<file path="src/rtl/mccu_fsm.sv">
// mccu_fsm -- multi-cycle MIPS control unit.
//
// The instruction runs through the states IF -> ID -> EXE -> MEM -> WB.
// Each instruction leaves this sequence at the first state where it is
// complete, and retire pulses in that cycle. The state is registered. The
// control outputs are decoded from the state and from op/func/z/mem_rdy.
//
// Parameters
//   MEM_HS   1: IF and MEM wait for mem_rdy.  0: memory is single-cycle.
//   ILL_TRAP 1: an undecoded instruction pulses ill in ID.
//            0: an undecoded instruction retires as a NOP.
//
// Ports
//   clk, clrn                clock; synchronous active-low reset
//   op, func, z, mem_rdy     IR fields, ALU zero flag, memory done
//   mem_req, iord            memory request and address source (0 PC, 1 ALU reg)
//   wpc, wir, wmem, wreg     write enables
//   regrt, m2reg, shift, jal, sext, alusrca, alusrcb, aluc, pcsource
//                            datapath selects (single-cycle encodings)
//   state, retire, ill       current state, completion pulse, illegal pulse
module mccu_fsm #(
    parameter int MEM_HS   = 1,
    parameter int ILL_TRAP = 1
) (
    input  logic       clk,
    input  logic       clrn,
    input  logic [5:0] op,
    input  logic [5:0] func,
    input  logic       z,
    input  logic       mem_rdy,
    output logic       mem_req,
    output logic       wpc,
    output logic       wir,
    output logic       wmem,
    output logic       wreg,
    output logic       iord,
    output logic       regrt,
    output logic       m2reg,
    output logic       shift,
    output logic       jal,
    output logic       sext,
    output logic       alusrca,
    output logic [1:0] alusrcb,
    output logic [3:0] aluc,
    output logic [1:0] pcsource,
    output logic [2:0] state,
    output logic       retire,
    output logic       ill
);

    localparam logic [2:0] S_IF  = 3'b000;
    localparam logic [2:0] S_ID  = 3'b001;
    localparam logic [2:0] S_EXE = 3'b010;
    localparam logic [2:0] S_MEM = 3'b011;
    localparam logic [2:0] S_WB  = 3'b100;

    logic [2:0] state_q, state_d;
    logic       mem_go_s;
    logic       i_add_s, i_sub_s, i_and_s, i_or_s, i_xor_s, i_sll_s, i_srl_s, i_sra_s, i_jr_s;
    logic       i_addi_s, i_andi_s, i_ori_s, i_xori_s, i_lw_s, i_sw_s, i_beq_s, i_bne_s;
    logic       i_lui_s, i_j_s, i_jal_s;
    logic       legal_s, is_jump_s, is_br_s, is_mem_s, is_imm_s;
    logic       dec_sext_s, dec_regrt_s, dec_shift_s;
    logic [3:0] dec_aluc_s;

    assign state = state_q;

    // When there is no handshake, every memory access is treated as done in one cycle.
    assign mem_go_s = (MEM_HS == 0) ? 1'b1 : mem_rdy;

    // Instruction decode from the IR fields.
    always_comb begin
        i_add_s  = (op == 6'b000000) && (func == 6'b100000);
        i_sub_s  = (op == 6'b000000) && (func == 6'b100010);
        i_and_s  = (op == 6'b000000) && (func == 6'b100100);
        i_or_s   = (op == 6'b000000) && (func == 6'b100101);
        i_xor_s  = (op == 6'b000000) && (func == 6'b100110);
        i_sll_s  = (op == 6'b000000) && (func == 6'b000000);
        i_srl_s  = (op == 6'b000000) && (func == 6'b000010);
        i_sra_s  = (op == 6'b000000) && (func == 6'b000011);
        i_jr_s   = (op == 6'b000000) && (func == 6'b001000);
        i_addi_s = (op == 6'b001000);
        i_andi_s = (op == 6'b001100);
        i_ori_s  = (op == 6'b001101);
        i_xori_s = (op == 6'b001110);
        i_lw_s   = (op == 6'b100011);
        i_sw_s   = (op == 6'b101011);
        i_beq_s  = (op == 6'b000100);
        i_bne_s  = (op == 6'b000101);
        i_lui_s  = (op == 6'b001111);
        i_j_s    = (op == 6'b000010);
        i_jal_s  = (op == 6'b000011);

        is_jump_s = i_j_s | i_jal_s | i_jr_s;
        is_br_s   = i_beq_s | i_bne_s;
        is_mem_s  = i_lw_s | i_sw_s;
        is_imm_s  = i_addi_s | i_andi_s | i_ori_s | i_xori_s | i_lui_s;
        legal_s   = i_add_s | i_sub_s | i_and_s | i_or_s | i_xor_s | i_sll_s | i_srl_s |
                    i_sra_s | is_jump_s | is_br_s | is_mem_s | is_imm_s;

        dec_sext_s  = i_addi_s | i_lw_s | i_sw_s | i_beq_s | i_bne_s;
        dec_regrt_s = is_imm_s | i_lw_s;
        dec_shift_s = i_sll_s | i_srl_s | i_sra_s;

        // Branches compare with a subtract, so they use the sub encoding.
        if (i_sub_s || is_br_s) begin
            dec_aluc_s = 4'b0100;
        end else if (i_and_s || i_andi_s) begin
            dec_aluc_s = 4'b0001;
        end else if (i_or_s || i_ori_s) begin
            dec_aluc_s = 4'b0101;
        end else if (i_xor_s || i_xori_s) begin
            dec_aluc_s = 4'b0010;
        end else if (i_lui_s) begin
            dec_aluc_s = 4'b0110;
        end else if (i_sll_s) begin
            dec_aluc_s = 4'b0011;
        end else if (i_srl_s) begin
            dec_aluc_s = 4'b0111;
        end else if (i_sra_s) begin
            dec_aluc_s = 4'b1111;
        end else begin
            dec_aluc_s = 4'b0000;
        end
    end

    // State register; the reset wins over every state, including a MEM wait.
    always_ff @(posedge clk) begin
        if (!clrn) begin
            state_q <= S_IF;
        end else begin
            state_q <= state_d;
        end
    end

    // Next-state logic. Unused codes 101-111 fall back to IF.
    always_comb begin
        state_d = S_IF;
        case (state_q)
            S_IF: begin
                state_d = mem_go_s ? S_ID : S_IF;
            end
            S_ID: begin
                state_d = (is_jump_s || !legal_s) ? S_IF : S_EXE;
            end
            S_EXE: begin
                if (is_br_s) begin
                    state_d = S_IF;
                end else if (is_mem_s) begin
                    state_d = S_MEM;
                end else begin
                    state_d = S_WB;
                end
            end
            S_MEM: begin
                if (!mem_go_s) begin
                    state_d = S_MEM;
                end else if (i_lw_s) begin
                    state_d = S_WB;
                end else begin
                    state_d = S_IF;
                end
            end
            S_WB: begin
                state_d = S_IF;
            end
            default: begin
                state_d = S_IF;
            end
        endcase
    end

    // Output decode. All outputs stay at 0 while reset is held.
    always_comb begin
        mem_req  = 1'b0;
        wpc      = 1'b0;
        wir      = 1'b0;
        wmem     = 1'b0;
        wreg     = 1'b0;
        iord     = 1'b0;
        regrt    = 1'b0;
        m2reg    = 1'b0;
        shift    = 1'b0;
        jal      = 1'b0;
        sext     = 1'b0;
        alusrca  = 1'b0;
        alusrcb  = 2'b00;
        aluc     = 4'b0000;
        pcsource = 2'b00;
        retire   = 1'b0;
        ill      = 1'b0;
        if (!clrn) begin
            retire = 1'b0;
        end else begin
            case (state_q)
                S_IF: begin
                    // Fetch and compute PC+4 in the same cycle.
                    mem_req = 1'b1;
                    alusrcb = 2'b01;
                    wir     = mem_go_s;
                    wpc     = mem_go_s;
                end
                S_ID: begin
                    // The ALU precomputes the branch target PC+4+(imm<<2).
                    alusrcb = 2'b11;
                    sext    = dec_sext_s;
                    if (i_j_s || i_jal_s) begin
                        wpc      = 1'b1;
                        pcsource = 2'b11;
                        wreg     = i_jal_s;
                        jal      = i_jal_s;
                        retire   = 1'b1;
                    end else if (i_jr_s) begin
                        wpc      = 1'b1;
                        pcsource = 2'b10;
                        retire   = 1'b1;
                    end else if (!legal_s) begin
                        ill    = (ILL_TRAP != 0);
                        retire = (ILL_TRAP == 0);
                    end else begin
                        retire = 1'b0;
                    end
                end
                S_EXE: begin
                    alusrca = 1'b1;
                    alusrcb = (is_imm_s || is_mem_s) ? 2'b10 : 2'b00;
                    aluc    = dec_aluc_s;
                    sext    = dec_sext_s;
                    shift   = dec_shift_s;
                    if (is_br_s) begin
                        pcsource = 2'b01;
                        wpc      = (i_beq_s & z) | (i_bne_s & ~z);
                        retire   = 1'b1;
                    end else begin
                        retire = 1'b0;
                    end
                end
                S_MEM: begin
                    // wmem stays high for the whole store wait.
                    mem_req = 1'b1;
                    iord    = 1'b1;
                    wmem    = i_sw_s;
                    retire  = i_sw_s & mem_go_s;
                end
                S_WB: begin
                    wreg   = 1'b1;
                    regrt  = dec_regrt_s;
                    m2reg  = i_lw_s;
                    retire = 1'b1;
                end
                default: begin
                    retire = 1'b0;
                end
            endcase
        end
    end

endmodule

</file>
<file path="config.mk">
export PLATFORM = sky130hd
export DESIGN_NAME = mccu_fsm
export DESIGN_NICKNAME = d
export VERILOG_FILES = /design/src/rtl/mccu_fsm.sv
export SDC_FILE = /design/constraint.sdc
export NUM_CORES = 1
export LEC_CHECK = 0
export ABC_AREA = 1
export BUFFER_PORTS_ARGS = -buffer_cell sky130_fd_sc_hd__buf_2
export CAP_MARGIN = 0
export CORE_MARGIN = 5
export CORE_UTILIZATION = 46
export CTS_CLUSTER_DIAMETER = 200
export DETAILED_ROUTE_END_ITERATION = 7
export PLACE_DENSITY = 0.8
export SKIP_CTS_REPAIR_TIMING = 1
export SLEW_MARGIN = 25
export SYNTH_ARGS = -nofsm -noshare
export SYNTH_HDL_FRONTEND = slang
export SYNTH_SLANG_ARGS = --single-unit
</file>
<file path="constraint.sdc">
create_clock -name clk -period 1.2 [get_ports clk]
set_input_delay 0.06 -clock clk [delete_from_list [all_inputs] [get_ports clk]]
set_output_delay 0.06 -clock clk [all_outputs]
set_load 0.005 [all_outputs]
</file>
Yosys cells after proc, flatten, opt, wreduce, memory -nomap -nowiden
Cells that the tools add are included.

word-level totals
  register bits after elaboration = 3
  input bits = 16
  output and inout bits = 25
  word-level logic and storage cells = 138

operators by class
  mux-type cells = 61
  reduce and logical (&&, ||, !) cells = 22
  bitwise gates (word level) = 31
  eq/ne operators = 23

operators with widths
  operator              count
  $eq A6 B6 Y1 const B  7
  $mux W4               10
  $eq A6 B4 Y1 const B  6
  $mux W1               35
  $or A1 B1 Y1          27
  $eq A6 B2 Y1 const B  4
  $eq A6 B3 Y1 const B  2
  $logic_not A6 Y1      2
  $mux W2               6
  $mux W3               4
  $pmux W3 S4           1
  $logic_and A1 B1 Y1   9
  $logic_or A1 B1 Y1    7
  $eq A3 B2 Y1 const B  2
  $pmux W2 S3           1
  $pmux W1 S4           1
  $pmux W2 S2           1
  $reduce_or A2 Y1      2
  $and A1 B1 Y1         3
  $eq A3 B1 Y1 const B  1
  $eq A3 B3 Y1 const B  1
  $logic_not A3 Y1      1
  $pmux W1 S3           1
  $pmux W1 S2           1
  other kinds (2)       2

Logic depth before layout (Yosys ltp)
Gate-level depths: netlist of run 1.

  depth after elaboration = 18
  mapped depth = 10
  gate-level depth less buffers = 10

Least setup slack after synthesis of run 1
Ideal clock, no wire load.

  path type = register to output
  start point = register state_q[1], in the netlist state[1]
  end point = output aluc[3]
  buffers on the path = 0
  setup slack = 0.009 ns
  cell stages (with the launch flop) = 7
  required time = 1.140 ns
  arrival time = 1.131 ns
  path through = dfxtp_1 > nand3_2 > nor2_1 > inv_1 > nor2_1 > inv_1 > nor3_1

between the ends
  longest elaborated chain between the ends = 3

ends and longest elaborated chain
  element                   line  RTL
  start: declaration        57    logic [2:0] state_q, state_d;
  start signal: assignment  132   state_q <= state_d;
  $eq A3 B2 Y1              195   case (state_q)
  $mux W4                   195
  $mux W4                   192   if (!clrn) begin
  end: declaration          44    output logic [3:0] aluc,

Every way passes these cells.

Worst setup path after layout of run 1
  start point = register state_q[2], in the netlist state[2]
  end point = output aluc[1]

The elaborated chain is that of the path after synthesis.

==> impl_results.html, run 1 <==
<table>
<tr><th>Metric</th><th>Value</th></tr>
<tr><th colspan="2">Run status</th></tr>
<tr><td>Run status</td><td>finished with violations</td></tr>
<tr><td>Violations in the final reports</td><td>setup timing</td></tr>
<tr><th colspan="2">Critical path</th></tr>
<tr><td>Cell-by-cell listing of the critical path</td><td>inv_4 -&gt; nand3_4 -&gt; nor2_4 -&gt; inv_2 -&gt; nor2_4 -&gt; nand2_1 -&gt; a31oi_1 -&gt; buf_2</td></tr>
<tr><td>CP endpoint kind</td><td>output pin</td></tr>
<tr><td>Slowest cell on the critical path</td><td>dfxtp_2</td></tr>
<tr><td>Cell count of the worst reg-to-reg path</td><td>10</td></tr>
<tr><td>Category of the worst setup path launch point</td><td>flip-flop</td></tr>
<tr><td>Endpoint arrival time on the critical path</td><td>between 1 and 1.5 ns</td></tr>
<tr><td>Worst R2R Setup Slack</td><td>-0.02 ns</td></tr>
<tr><td>Terminus of the critical flop-to-flop path</td><td>state[0]</td></tr>
<tr><td>Data required time of the worst path</td><td>1.14 ns</td></tr>
<tr><td>Biggest cell delay along the critical path</td><td>between 0.3 and 0.4 ns</td></tr>
<tr><td>Critical path class</td><td>flip-flop to output pin</td></tr>
<tr><td>Max Fanout on Critical Path</td><td>4</td></tr>
<tr><td>Most frequent CP cell</td><td>nor2_4</td></tr>
<tr><td>Launch instance of the worst register-to-register path</td><td>state[1]</td></tr>
<tr><th colspan="2">Timing</th></tr>
<tr><td>Max transition margin</td><td>a little over four fifths</td></tr>
<tr><td>RSZ-0062 raised after global routing</td><td>yes</td></tr>
<tr><td>Final Hold Fails</td><td>0</td></tr>
<tr><td>Worst clock skew</td><td>0.0159 ns</td></tr>
<tr><td>Final cycle utilization of the critical path</td><td>129%</td></tr>
<tr><td>Number of pins with negative max-slew slack in the final report</td><td>0</td></tr>
<tr><td>PnR worst setup slack</td><td>-0.346 ns</td></tr>
<tr><td>Crit path time final</td><td>around 1.5 ns</td></tr>
<tr><td>Setup violation total in the final timing report</td><td>22</td></tr>
<tr><td>Peak Freq</td><td>between 600 and 700 MHz</td></tr>
<tr><td>Worst Tran Pin Value</td><td>about 0.23 ns</td></tr>
<tr><th colspan="2">Detailed routing</th></tr>
<tr><td>Number of routed nets with antenna violations</td><td>0</td></tr>
<tr><td>Post-detailed-routing wire length</td><td>slightly above 3000 um</td></tr>
<tr><td>Starting DRT DRC Count</td><td>22</td></tr>
<tr><td>Overall via count from detail_route</td><td>between 1k and 1.5k</td></tr>
<tr><td>Drc violations</td><td>0</td></tr>
<tr><td>Avg Vias per Cell</td><td>roughly 5.1</td></tr>
<tr><td>First drt pass iteration count</td><td>4</td></tr>
<tr><td>Routed WL per cell</td><td>between 10 and 15 um</td></tr>
<tr><th colspan="2">Floorplan</th></tr>
<tr><td>Core Box Area</td><td>between 1500 and 2000 um^2</td></tr>
<tr><td>Floorplan die area</td><td>around 2800 um^2</td></tr>
<tr><td>Die height</td><td>~53 um</td></tr>
<tr><td>Die width</td><td>about 53 um</td></tr>
<tr><td>Number of rows in the core area</td><td>15</td></tr>
<tr><td>Number of I/O pins</td><td>41</td></tr>
<tr><td>Starting Density</td><td>48.7%</td></tr>
<tr><th colspan="2">Layout</th></tr>
<tr><td>Area grow syn2layout</td><td>61.3%</td></tr>
<tr><td>Fraction of final layout cells sized beyond drive strength 1</td><td>approximately half</td></tr>
<tr><td>Post-route non-filler standard cell count</td><td>roughly 250</td></tr>
<tr><td>Max FFs per register</td><td>3</td></tr>
<tr><td>Post-layout net count</td><td>between 200 and 250</td></tr>
<tr><td># fillers</td><td>about 150</td></tr>
<tr><td>Diode count</td><td>0</td></tr>
<tr><td>Finished Cell Area</td><td>~1400 um^2</td></tr>
<tr><th colspan="2">Global routing</th></tr>
<tr><td>Antenna violations before repair</td><td>0</td></tr>
<tr><td>Overall routing resource usage</td><td>about a fifth</td></tr>
<tr><td>Gr ovfl total</td><td>0</td></tr>
<tr><td>Wire length of the first global-routing pass</td><td>4240 um</td></tr>
<tr><td>Largest net degree at the start of global routing</td><td>13</td></tr>
<tr><td>Number of global-route vias before repair</td><td>1096</td></tr>
<tr><th colspan="2">Place</th></tr>
<tr><td>Total placed cells including tap cells</td><td>240</td></tr>
<tr><td>IO Port Bufs</td><td>40</td></tr>
<tr><td>Final weighted congestion of routability-driven global placement</td><td>roughly 0.89</td></tr>
<tr><td>Placed Area</td><td>about 1200 um^2</td></tr>
<tr><td>Detailed placer's ending HPWL</td><td>2200 um</td></tr>
<tr><th colspan="2">Min path</th></tr>
<tr><td>Hold Path Cell Cnt</td><td>3</td></tr>
<tr><td>Startpoint of the most critical hold path</td><td>clrn</td></tr>
<tr><td>Endpoint, Worst Hold</td><td>state[0]</td></tr>
<tr><td>Class of the most critical hold timing path</td><td>primary input to flip-flop</td></tr>
<tr><th colspan="2">Yosys</th></tr>
<tr><td>Mean Syn Cell Area</td><td>slightly above 5 um^2</td></tr>
<tr><td>Mapped Area</td><td>~840 um^2</td></tr>
<tr><td>Top cell type by total area after synthesis</td><td>nor2_1</td></tr>
<tr><td>Synthesized instance count</td><td>163</td></tr>
<tr><td>Number of library cell types mapped by synthesis</td><td>27</td></tr>
<tr><td>Synthesized netlist net count</td><td>179</td></tr>
<tr><td>Proportion of netlist area held by the largest area contributor</td><td>17.9%</td></tr>
<tr><td>Post-synthesis sequential area ratio</td><td>a little over 7%</td></tr>
<tr><td>Main area contributors after synthesis</td><td>nor2_1 (18%), inv_1 (16%), nand2_1 (15%)</td></tr>
<tr><td>Synth Warn #</td><td>0</td></tr>
<tr><td>Flop and latch count out of synthesis</td><td>3</td></tr>
<tr><th colspan="2">CTS</th></tr>
<tr><td>Clk_lat worst skew</td><td>around 0.27 ns</td></tr>
<tr><td>Maximum count of clock buffers along a single path</td><td>2</td></tr>
<tr><td>TritonCTS clock tree</td><td>built</td></tr>
<tr><td>Clock-pin slew reported for the worst setup and hold paths after clock tree synthesis</td><td>approximately 0.050 ns</td></tr>
<tr><td>Total clock buffers created by CTS</td><td>3</td></tr>
<tr><td>H-tree depth reported by CTS</td><td>1</td></tr>
<tr><td>Total clock sinks</td><td>3</td></tr>
<tr><td>Buffer cell driving the clock tree root</td><td>clkbuf_4</td></tr>
<tr><th colspan="2">Job</th></tr>
<tr><td>Max-cap check violation count</td><td>0</td></tr>
<tr><th colspan="2">Power</th></tr>
<tr><td>Leakage power</td><td>0.761 nW</td></tr>
<tr><td>Power per cell area</td><td>approximately 420 nW/um^2</td></tr>
<tr><td>Maximum resistive drop on vdd</td><td>around 0.33 mV</td></tr>
</table>
## layer usage
layer | up-vias | routed length (um) | track usage (%)
li1 | 613 | - | -
met1 | 569 | 1170 | 23.9
met2 | 58 | 1560 | 35.5
met3 | 10 | 210 | 2.85
met4 | 0 | 93 | 3.40
met5 | - | 0 | 0
## worst max-delay path: cells and delay by family, from the launching register on
family                 cells  cell delay [ns]
flip-flops                 1             0.36
buffers and inverters      3             0.30
AO/OA/AOI/OAI              1             0.15
AND/OR/NAND/NOR            4             0.40
## logic make-up (layout without fill, tap and decap cells)
logic type / count (synthesis) / in the layout / share of synthesized area, %
buffers and inverters: 38 / 95 / 17.0
flip-flops: 3 / 3 / 7.14
AND/OR/NAND/NOR: 106 / 106 / 62.4
AO/OA/AOI/OAI: 16 / 16 / 13.5
## worst max path at each step
stage | startpoint | endpoint | slack (ns) | cells past startpoint
after floorplan | state[1] | aluc[3] | 0.009 | 6
after global placement | state[2] | aluc[1] | -0.05 | 8
after detailed placement | state[2] | aluc[1] | -0.15 | 8
after CTS | state[2] | aluc[1] | -0.41 | 8
after global routing | state[1] | retire | -0.40 | 9
final | state[2] | aluc[1] | -0.35 | 8
## cell usage in the layout, fill, tap and decap left out, types with 4 or more instances in the layout
cell / instances
buf_2: 40
nand2_1: 31
nor3_1: 5
buf_6: 6
nor2_4: 7
a21oi_2: 4
inv_2: 5
nor2_2: 9
inv_1: 29
nand2_2: 4
buf_4: 8
nor2_1: 31
nor3_2: 4
nand3_2: 4
## layout make-up
cell class              count  area (um^2)  area share (%)
inverters                  37          146            10.8
flip-flops and latches      3         68.8            5.07
well taps                  25         31.3            2.31
multi-input cells         122          756            55.7
repair buffers             54          328            24.2
clock buffers               4         26.3            1.94
## synthesized netlist by cell type
library cell / n
nand2_2: 2
a31oi_4: 1
inv_1: 36
a31oi_1: 1
o22ai_1: 1
nor3_2: 2
a21oi_2: 1
nor2_4: 3
o21ai_0: 3
nand3_2: 4
dfxtp_1: 3
o31ai_1: 1
a22oi_1: 1
nand2_1: 34
a32oi_1: 1
nor2_2: 4
nor2_8: 1
nor2_1: 40
nand3_1: 4
nor3_1: 8
and3_1: 1
nand2_4: 2
a21boi_0: 1
and2_1: 1
inv_2: 1
a21oi_1: 5
clkbuf_1: 1
## per-stage QoR
step	TNS [ns]	hold slack, ns	power (mW)	setup WS, ns	util (%)
after global placement	-0.122	0.320	0.305	-0.0526	67.5
after global routing	-6.18	0.107	0.602	-0.404	78.6
after CTS	-4.69	0.0779	0.498	-0.413	69.1
after detailed placement	-0.528	0.325	0.311	-0.150	67.5
after floorplan	0	0.158	0.221	0.00932	-
final	-4.79	0.100	0.567	-0.346	78.6
## power breakdown
group,total [mW],switching [mW],internal (mW)
Sequential,0.105,0.00481,0.100
Combinational,0.248,0.151,0.0978
Clock,0.213,0.0862,0.127
No activity file was read; power rests on OpenSTA's default activity.
==> run 2: changes to the inputs <==
- PLACE_DENSITY: 0.8 -> 0.77
==> run 2 against run 1 <==
  * The flow still finishes with violations (setup timing)
  * Cell count increased by 0.82%
  * Maximum frequency increased by 3.0%
  * Global-route usage decreased by 0.94 points
  * Routed wire length decreased by 4.3%
  * Largest cell class unchanged
==> impl_results.html, run 2 (synthesis results as in run 1) <==
<table>
<tr><th>Metric</th><th>Value</th></tr>
<tr><th colspan="2">Layout</th></tr>
<tr><td>Fraction of final layout cells sized beyond drive strength 1</td><td>46.8% (-3.6 points)</td></tr>
<tr><td>Post-layout net count</td><td>239 (+0.84%)</td></tr>
<tr><td>Max FFs per register</td><td>3 (unchanged)</td></tr>
<tr><td>Highest-count cells in the layout ignoring fill and taps</td><td>buf_2 (40), nor2_1 (33), nand2_1 (33)</td></tr>
<tr><td>Most common cell after layout, fill and taps aside</td><td>buf_2</td></tr>
<tr><td>Area taken by flip-flops and latches</td><td>68.8 um^2 (unchanged)</td></tr>
<tr><td># fillers</td><td>156 (+3.3%)</td></tr>
<tr><td>Post-route non-filler standard cell count</td><td>247 (+0.82%)</td></tr>
<tr><td>Area grow syn2layout</td><td>57.1%</td></tr>
<tr><td>Area used by multi-input combinational logic</td><td>718 um^2 (-5.0%)</td></tr>
<tr><td>Diode count</td><td>0 (unchanged)</td></tr>
<tr><th colspan="2">Global routing</th></tr>
<tr><td>Wire length of the first global-routing pass</td><td>3970 um (-6.5%)</td></tr>
<tr><td>Largest net degree at the start of global routing</td><td>13 (unchanged)</td></tr>
<tr><td>Gr ovfl total</td><td>0 (unchanged)</td></tr>
<tr><td>Number of global-route vias before repair</td><td>1026 (-6.4%)</td></tr>
<tr><td>Overall routing resource usage</td><td>18.5% (-0.94 points)</td></tr>
<tr><td>Antenna violations before repair</td><td>0 (unchanged)</td></tr>
<tr><th colspan="2">CTS</th></tr>
<tr><td>Buffer cell driving the clock tree root</td><td>clkbuf_4</td></tr>
<tr><td>H-tree depth reported by CTS</td><td>1 (unchanged)</td></tr>
<tr><td>Total clock buffers created by CTS</td><td>3 (unchanged)</td></tr>
<tr><td>TritonCTS clock tree</td><td>built</td></tr>
<tr><td>Total clock sinks</td><td>3 (unchanged)</td></tr>
<tr><td>Clk_lat worst skew</td><td>0.23 ns (-0.04 ns)</td></tr>
<tr><td>Maximum count of clock buffers along a single path</td><td>2 (unchanged)</td></tr>
<tr><td>Clock-pin slew reported for the worst setup and hold paths after clock tree synthesis</td><td>0.03 ns (-0.02 ns)</td></tr>
<tr><th colspan="2">Power</th></tr>
<tr><td>Power share of the sequential group</td><td>19.9% (+1.3 points)</td></tr>
<tr><td>Maximum resistive drop on vdd</td><td>0.330 mV (-1.3%)</td></tr>
<tr><td>Total Power</td><td>0.520 mW (-8.3%)</td></tr>
<tr><td>Clock share of power</td><td>34.2% (-3.4 points)</td></tr>
<tr><td>Fraction of power spent switching nets</td><td>38.5% (-4.1 points)</td></tr>
<tr><td>Power per cell area</td><td>393 nW/um^2 (-5.9%)</td></tr>
<tr><td>Part of the power in combinational logic</td><td>46.0% (+2.2 points)</td></tr>
<tr><td>Leakage power</td><td>0.755 nW (-0.82%)</td></tr>
<tr><td>Internal</td><td>0.320 mW (-1.7%)</td></tr>
<tr><td>Net switching power figure</td><td>0.200 mW (-17%)</td></tr>
<tr><th colspan="2">Detailed routing</th></tr>
<tr><td>Top Layer Used</td><td>met4</td></tr>
<tr><td>Detailed route wirelength on metal2</td><td>1470 um (-5.8%)</td></tr>
<tr><td>Post-Route M1 WL</td><td>1170 um (+0.34%)</td></tr>
<tr><td>Sum of met3 wire segment lengths after detailed routing</td><td>170 um (-19%)</td></tr>
<tr><td>Avg Vias per Cell</td><td>4.80 (-5.9%)</td></tr>
<tr><td>Post-detailed-routing wire length</td><td>2910 um (-4.3%)</td></tr>
<tr><td>Overall via count from detail_route</td><td>1186 (-5.1%)</td></tr>
<tr><td>Starting DRT DRC Count</td><td>15 (-32%)</td></tr>
<tr><td>Number of routed nets with antenna violations</td><td>0 (unchanged)</td></tr>
<tr><td>Routed WL per cell</td><td>11.8 um (-5.1%)</td></tr>
<tr><td>Drc violations</td><td>0 (unchanged)</td></tr>
<tr><td>First drt pass iteration count</td><td>5 (+1)</td></tr>
<tr><th colspan="2">Timing</th></tr>
<tr><td>Crit path time final</td><td>1.50 ns (-0.0452 ns)</td></tr>
<tr><td>Final cycle utilization of the critical path</td><td>125% (-3.8 points)</td></tr>
<tr><td>Max transition margin</td><td>84.1% (-0.91 points)</td></tr>
<tr><td>Peak Freq</td><td>666 MHz (+3.0%)</td></tr>
<tr><td>PnR worst setup slack</td><td>-0.301 ns (+0.0452 ns)</td></tr>
<tr><td>Number of pins with negative max-slew slack in the final report</td><td>0 (unchanged)</td></tr>
<tr><td>Final Hold Fails</td><td>0 (unchanged)</td></tr>
<tr><td>RSZ-0062 raised after global routing</td><td>yes</td></tr>
<tr><td>Worst clock skew</td><td>0.00387 ns (-0.0121 ns)</td></tr>
<tr><td>Setup violation total in the final timing report</td><td>21 (-4.5%)</td></tr>
<tr><td>Worst Tran Pin Value</td><td>0.239 ns (+0.0137 ns)</td></tr>
<tr><th colspan="2">Floorplan</th></tr>
<tr><td>Die height</td><td>52.8 um (unchanged)</td></tr>
<tr><td>Number of rows in the core area</td><td>15 (unchanged)</td></tr>
<tr><td>Core Box Area</td><td>1730 um^2 (unchanged)</td></tr>
<tr><td>Starting Density</td><td>48.7% (unchanged)</td></tr>
<tr><td>Die width</td><td>52.8 um (unchanged)</td></tr>
<tr><td>Floorplan die area</td><td>2780 um^2 (unchanged)</td></tr>
<tr><td>Number of I/O pins</td><td>41 (unchanged)</td></tr>
<tr><th colspan="2">Min path</th></tr>
<tr><td>Class of the most critical hold timing path</td><td>primary input to flip-flop</td></tr>
<tr><td>Hold Path Cell Cnt</td><td>3 (unchanged)</td></tr>
<tr><th colspan="2">Critical path</th></tr>
<tr><td>Data required time of the worst path</td><td>1.14 ns (about the same)</td></tr>
<tr><td>CP endpoint kind</td><td>output pin</td></tr>
<tr><td>Critical path class</td><td>flip-flop to output pin</td></tr>
<tr><td>Endpoint arrival time on the critical path</td><td>1.44 ns (-0.05 ns)</td></tr>
<tr><td>Cell count of the worst reg-to-reg path</td><td>10 (unchanged)</td></tr>
<tr><td>Category of the worst setup path launch point</td><td>flip-flop</td></tr>
<tr><td>Max Fanout on Critical Path</td><td>3 (-1)</td></tr>
<tr><th colspan="2">Run status</th></tr>
<tr><td>Run status</td><td>finished with violations</td></tr>
<tr><td>Violations in the final reports</td><td>setup timing</td></tr>
<tr><th colspan="2">Place</th></tr>
<tr><td>IO Port Bufs</td><td>40 (unchanged)</td></tr>
<tr><td>Detailed placer's ending HPWL</td><td>2190 um (-0.66%)</td></tr>
<tr><td>Final weighted congestion of routability-driven global placement</td><td>0.871 (-1.8%)</td></tr>
<tr><td>Total placed cells including tap cells</td><td>240 (unchanged)</td></tr>
<tr><th colspan="2">Job</th></tr>
<tr><td>Max-cap check violation count</td><td>0 (unchanged)</td></tr>
</table>
## run 2: changes by cell type in the layout (fill, tap and decap cells not counted), moves of 2 or more
| cell | delta |
|---|---|
| inv_2 | +2 |
| inv_4 | -2 |
| nor2_1 | +2 |
| nor2_2 | -2 |
| buf_4 | +4 |
| nand2_1 | +2 |
| buf_6 | -2 |
## run 2: worst max-delay path: stages (launching register included)
cell and delay (ns):
dfxtp_2 0.32, buf_4 0.14, nand3_1 0.12, inv_1 0.08
nand2_1 0.09, o21ai_1 0.07, nor3_1 0.19, nor2_1 0.07
buf_2 0.13
## run 2: final timing paths
kind	from	to	slack, ns
worst min-delay path	clrn	state[0]	0.11
worst min register to register	state[1]	state[1]	0.75
worst max register to register	state[1]	state[0]	-0.01
worst max-delay path	state[0]	retire	-0.30
## run 2: cell type report
class	instances	area share, %
Sequential cell	3	5.21
Timing Repair Buffer	56	25.4
Multi-Input combinational cell	122	54.4
Clock buffer	4	1.99
Tap cell	25	2.37
Inverter	37	10.7
## run 2: through the flow
stage                     cell area (um^2)  hold WS [ns]  setup WS (ns)  utilization [%]  setup TNS [ns]
after floorplan                        841         0.158        0.00932                -               0
after global placement                1170         0.321        -0.0590             67.5          -0.144
after detailed placement              1170         0.327         -0.138             67.5          -0.494
after CTS                             1190        0.0898         -0.404             69.1           -4.63
after global routing                  1320         0.137         -0.369             76.5           -5.77
final                                 1320         0.111         -0.301             76.5           -4.07
## run 2: power by group through the flow
stage	clock (mW)	combinational [mW]	sequential, mW
2_1_floorplan	0	0.113	0.108
3_3_place_gp	0	0.199	0.106
4_1_cts	0.184	0.205	0.105
3_5_place_dp	0	0.204	0.107
6_report	0.178	0.239	0.103
5_1_grt	0.190	0.262	0.103
## run 2: layer usage
metal	global-route usage (%)	vias up
li1	-	615
met2	35.1	51
met5	0	-
met3	2.28	10
met4	5.11	0
met1	21.2	510
==> run 3: changes to the inputs <==
- CORE_UTILIZATION: 46 -> 41
- PLACE_DENSITY: 0.77 -> 0.72
- clock period: 1.2 -> 1.36 ns (I/O delays scaled with it)
==> run 3 against run 2 <==
  * The flow still finishes with violations (setup timing)
  * Critical path depth increased by 1
  * Largest cell class unchanged
  * Non-clock buffer count shrank 4
  * Via count grew 2.6%
  * First-iteration DRC count increased by 110%
  * Sequential power down 12%
  * Count of clock-buffer cells in the layout unchanged
  * Die area up 9.8%
  * Clock skew shrank 0.0025 ns
  * Setup slack better by 0.18 ns
  * Cell count down 0.81%
  * Critical path type unchanged
  * Sequential share of layout area is 0.055 points higher
==> impl_results.html, run 3 (synthesis results as in run 1) <==
<table>
<tr><th>Metric</th><th>Value</th></tr>
<tr><th colspan="2">Place</th></tr>
<tr><td>Detailed placer's ending HPWL</td><td>2160 um (-1.3%)</td></tr>
<tr><td>IO Port Bufs</td><td>40 (unchanged)</td></tr>
<tr><td>Total placed cells including tap cells</td><td>235 (-2.1%)</td></tr>
<tr><td>Placement-stage worst setup slack</td><td>0.00831 ns (+0.146 ns)</td></tr>
<tr><td>Final weighted congestion of routability-driven global placement</td><td>0.858 (-1.5%)</td></tr>
<tr><th colspan="2">Timing</th></tr>
<tr><td>Number of pins with negative max-slew slack in the final report</td><td>0 (unchanged)</td></tr>
<tr><td>Worst clock skew</td><td>0.00135 ns (-0.00252 ns)</td></tr>
<tr><td>Final Hold Fails</td><td>0 (unchanged)</td></tr>
<tr><td>Max transition margin</td><td>80.4% (-3.7 points)</td></tr>
<tr><td>Crit path time final</td><td>1.48 ns</td></tr>
<tr><td>RSZ-0062 raised after global routing</td><td>yes</td></tr>
<tr><td>PnR worst setup slack</td><td>-0.120 ns (+0.181 ns)</td></tr>
<tr><td>Worst Tran Pin Value</td><td>0.293 ns (+0.0539 ns)</td></tr>
<tr><td>Setup violation total in the final timing report</td><td>12 (-43%)</td></tr>
<tr><td>Peak Freq</td><td>between 600 and 700 MHz</td></tr>
<tr><td>Final cycle utilization of the critical path</td><td>109%</td></tr>
<tr><th colspan="2">Layout</th></tr>
<tr><td>Max FFs per register</td><td>3 (unchanged)</td></tr>
<tr><td># fillers</td><td>197 (+26%)</td></tr>
<tr><td>Diode count</td><td>0 (unchanged)</td></tr>
<tr><td>Area grow syn2layout</td><td>55.5%</td></tr>
<tr><td>Post-layout net count</td><td>235 (-1.7%)</td></tr>
<tr><td>Highest-count cells in the layout ignoring fill and taps</td><td>buf_2 (40), nand2_1 (33), nor2_1 (32)</td></tr>
<tr><td>Most common cell after layout, fill and taps aside</td><td>buf_2</td></tr>
<tr><td>Fraction of final layout cells sized beyond drive strength 1</td><td>45.9% (-0.98 points)</td></tr>
<tr><td>Post-route non-filler standard cell count</td><td>245 (-0.81%)</td></tr>
<tr><th colspan="2">Detailed routing</th></tr>
<tr><td>Overall via count from detail_route</td><td>1217 (+2.6%)</td></tr>
<tr><td>First drt pass iteration count</td><td>4 (-1)</td></tr>
<tr><td>Routed WL per cell</td><td>11.5 um (-2.0%)</td></tr>
<tr><td>Avg Vias per Cell</td><td>4.97 (+3.5%)</td></tr>
<tr><td>Number of routed nets with antenna violations</td><td>0 (unchanged)</td></tr>
<tr><td>Starting DRT DRC Count</td><td>31 (+16)</td></tr>
<tr><td>Post-detailed-routing wire length</td><td>2820 um (-2.8%)</td></tr>
<tr><td>Drc violations</td><td>0 (unchanged)</td></tr>
<tr><th colspan="2">Run status</th></tr>
<tr><td>Run status</td><td>finished with violations</td></tr>
<tr><td>Violations in the final reports</td><td>setup timing</td></tr>
<tr><th colspan="2">CTS</th></tr>
<tr><td>Total clock sinks</td><td>3 (unchanged)</td></tr>
<tr><td>Total clock buffers created by CTS</td><td>3 (unchanged)</td></tr>
<tr><td>Clock-pin slew reported for the worst setup and hold paths after clock tree synthesis</td><td>0.04 ns (about the same)</td></tr>
<tr><td>H-tree depth reported by CTS</td><td>1 (unchanged)</td></tr>
<tr><td>Buffer cell driving the clock tree root</td><td>clkbuf_4</td></tr>
<tr><td>Maximum count of clock buffers along a single path</td><td>2 (unchanged)</td></tr>
<tr><td>Clk_lat worst skew</td><td>0.24 ns (about the same)</td></tr>
<tr><td>TritonCTS clock tree</td><td>built</td></tr>
<tr><th colspan="2">Critical path</th></tr>
<tr><td>CP endpoint kind</td><td>output pin</td></tr>
<tr><td>Max Fanout on Critical Path</td><td>3 (unchanged)</td></tr>
<tr><td>Data required time of the worst path</td><td>1.29 ns (+0.15 ns)</td></tr>
<tr><td>Endpoint arrival time on the critical path</td><td>1.41 ns (-0.03 ns)</td></tr>
<tr><td>Terminus of the critical flop-to-flop path</td><td>state[0]</td></tr>
<tr><td>Launch instance of the worst register-to-register path</td><td>state[0]</td></tr>
<tr><td>Worst R2R Setup Slack</td><td>0.04 ns (+0.05 ns)</td></tr>
<tr><td>Category of the worst setup path launch point</td><td>flip-flop</td></tr>
<tr><td>Cell count of the worst reg-to-reg path</td><td>11 (+1)</td></tr>
<tr><td>Critical path class</td><td>flip-flop to output pin</td></tr>
<tr><th colspan="2">Power</th></tr>
<tr><td>Maximum resistive drop on vdd</td><td>0.193 mV (-42%)</td></tr>
<tr><td>Power per cell area</td><td>351 nW/um^2 (-11%)</td></tr>
<tr><td>Leakage power</td><td>0.737 nW (-2.3%)</td></tr>
<tr><th colspan="2">Min path</th></tr>
<tr><td>Startpoint of the most critical hold path</td><td>clrn</td></tr>
<tr><td>Endpoint, Worst Hold</td><td>state[0]</td></tr>
<tr><td>Class of the most critical hold timing path</td><td>primary input to flip-flop</td></tr>
<tr><td>Hold Path Cell Cnt</td><td>3 (unchanged)</td></tr>
<tr><th colspan="2">Global routing</th></tr>
<tr><td>Number of global-route vias before repair</td><td>1071 (+4.4%)</td></tr>
<tr><td>Largest net degree at the start of global routing</td><td>13 (unchanged)</td></tr>
<tr><td>Antenna violations before repair</td><td>0 (unchanged)</td></tr>
<tr><td>Wire length of the first global-routing pass</td><td>4240 um (+6.8%)</td></tr>
<tr><td>Overall routing resource usage</td><td>16.0% (-2.5 points)</td></tr>
<tr><td>Gr ovfl total</td><td>0 (unchanged)</td></tr>
<tr><th colspan="2">Floorplan</th></tr>
<tr><td>Floorplan die area</td><td>3060 um^2 (+9.8%)</td></tr>
<tr><td>Die width</td><td>55.3 um (+4.8%)</td></tr>
<tr><td>Starting Density</td><td>42.9% (-5.8 points)</td></tr>
<tr><td>Core Box Area</td><td>1960 um^2 (+14%)</td></tr>
<tr><td>Number of rows in the core area</td><td>16 (+1)</td></tr>
<tr><td>Die height</td><td>55.3 um (+4.8%)</td></tr>
<tr><td>Number of I/O pins</td><td>41 (unchanged)</td></tr>
<tr><th colspan="2">Job</th></tr>
<tr><td>Max-cap check violation count</td><td>0 (unchanged)</td></tr>
</table>
==> run 3: power breakdown <==
part | switching (mW) | leakage, nW | total, mW | internal (mW)
clock | 0.0573 | 0.0150 | 0.168 | 0.111
combinational | 0.123 | 0.696 | 0.200 | 0.0771
sequential | 0.00320 | 0.0263 | 0.0911 | 0.0879
total | 0.184 | 0.737 | 0.459 | 0.276
==> run 3: per-layer routing <==
layer	GRT usage (%)	vias up	routed length, um
li1	-	614	-
met5	0	-	0
met1	18.9	540	1090
met2	29.1	59	1440
met4	3.13	0	27
met3	3.96	4	261
==> run 3: worst max-delay path, cell delays in order (launching register included) <==
cell and delay (ns):
dfxtp_2 0.32, buf_6 0.12, nor2_4 0.07, inv_2 0.05
nor2_1 0.12, inv_1 0.08, nor2_2 0.15, inv_1 0.07
nor2_1 0.09, buf_2 0.11
==> run 3: worst max-delay path by stage <==
stage	slack, ns	from	endpoint	cells after the start
after floorplan	0.16	state[1]	aluc[3]	6
after global placement	0.05	state[1]	alusrcb[1]	5
after detailed placement	0.008	state[2]	aluc[3]	8
final	-0.12	state[0]	wir	9
after CTS	-0.25	state[2]	aluc[3]	8
after global routing	-0.18	state[2]	retire	6
==> run 3: cell type report <==
cell class	instances	area, um^2	share of cell area [%]
tap	27	33.8	2.58
clock buffer	4	26.3	2.01
timing repair buffer	52	298	22.8
inverter	37	146	11.2
multi-input combinational	122	734	56.2
sequential	3	68.8	5.26
==> run 3: per-stage QoR <==
stage	setup TNS [ns]	utilization, %	power (mW)	cell area, um^2	hold WS, ns
after floorplan	0	-	0.195	841	0.166
after global placement	0	56.9	0.266	1120	0.329
after detailed placement	0	56.9	0.269	1120	0.332
after CTS	-2.12	58.2	0.434	1140	0.0900
after global routing	-1.86	66.6	0.485	1310	0.126
final	-0.938	66.6	0.459	1310	0.108
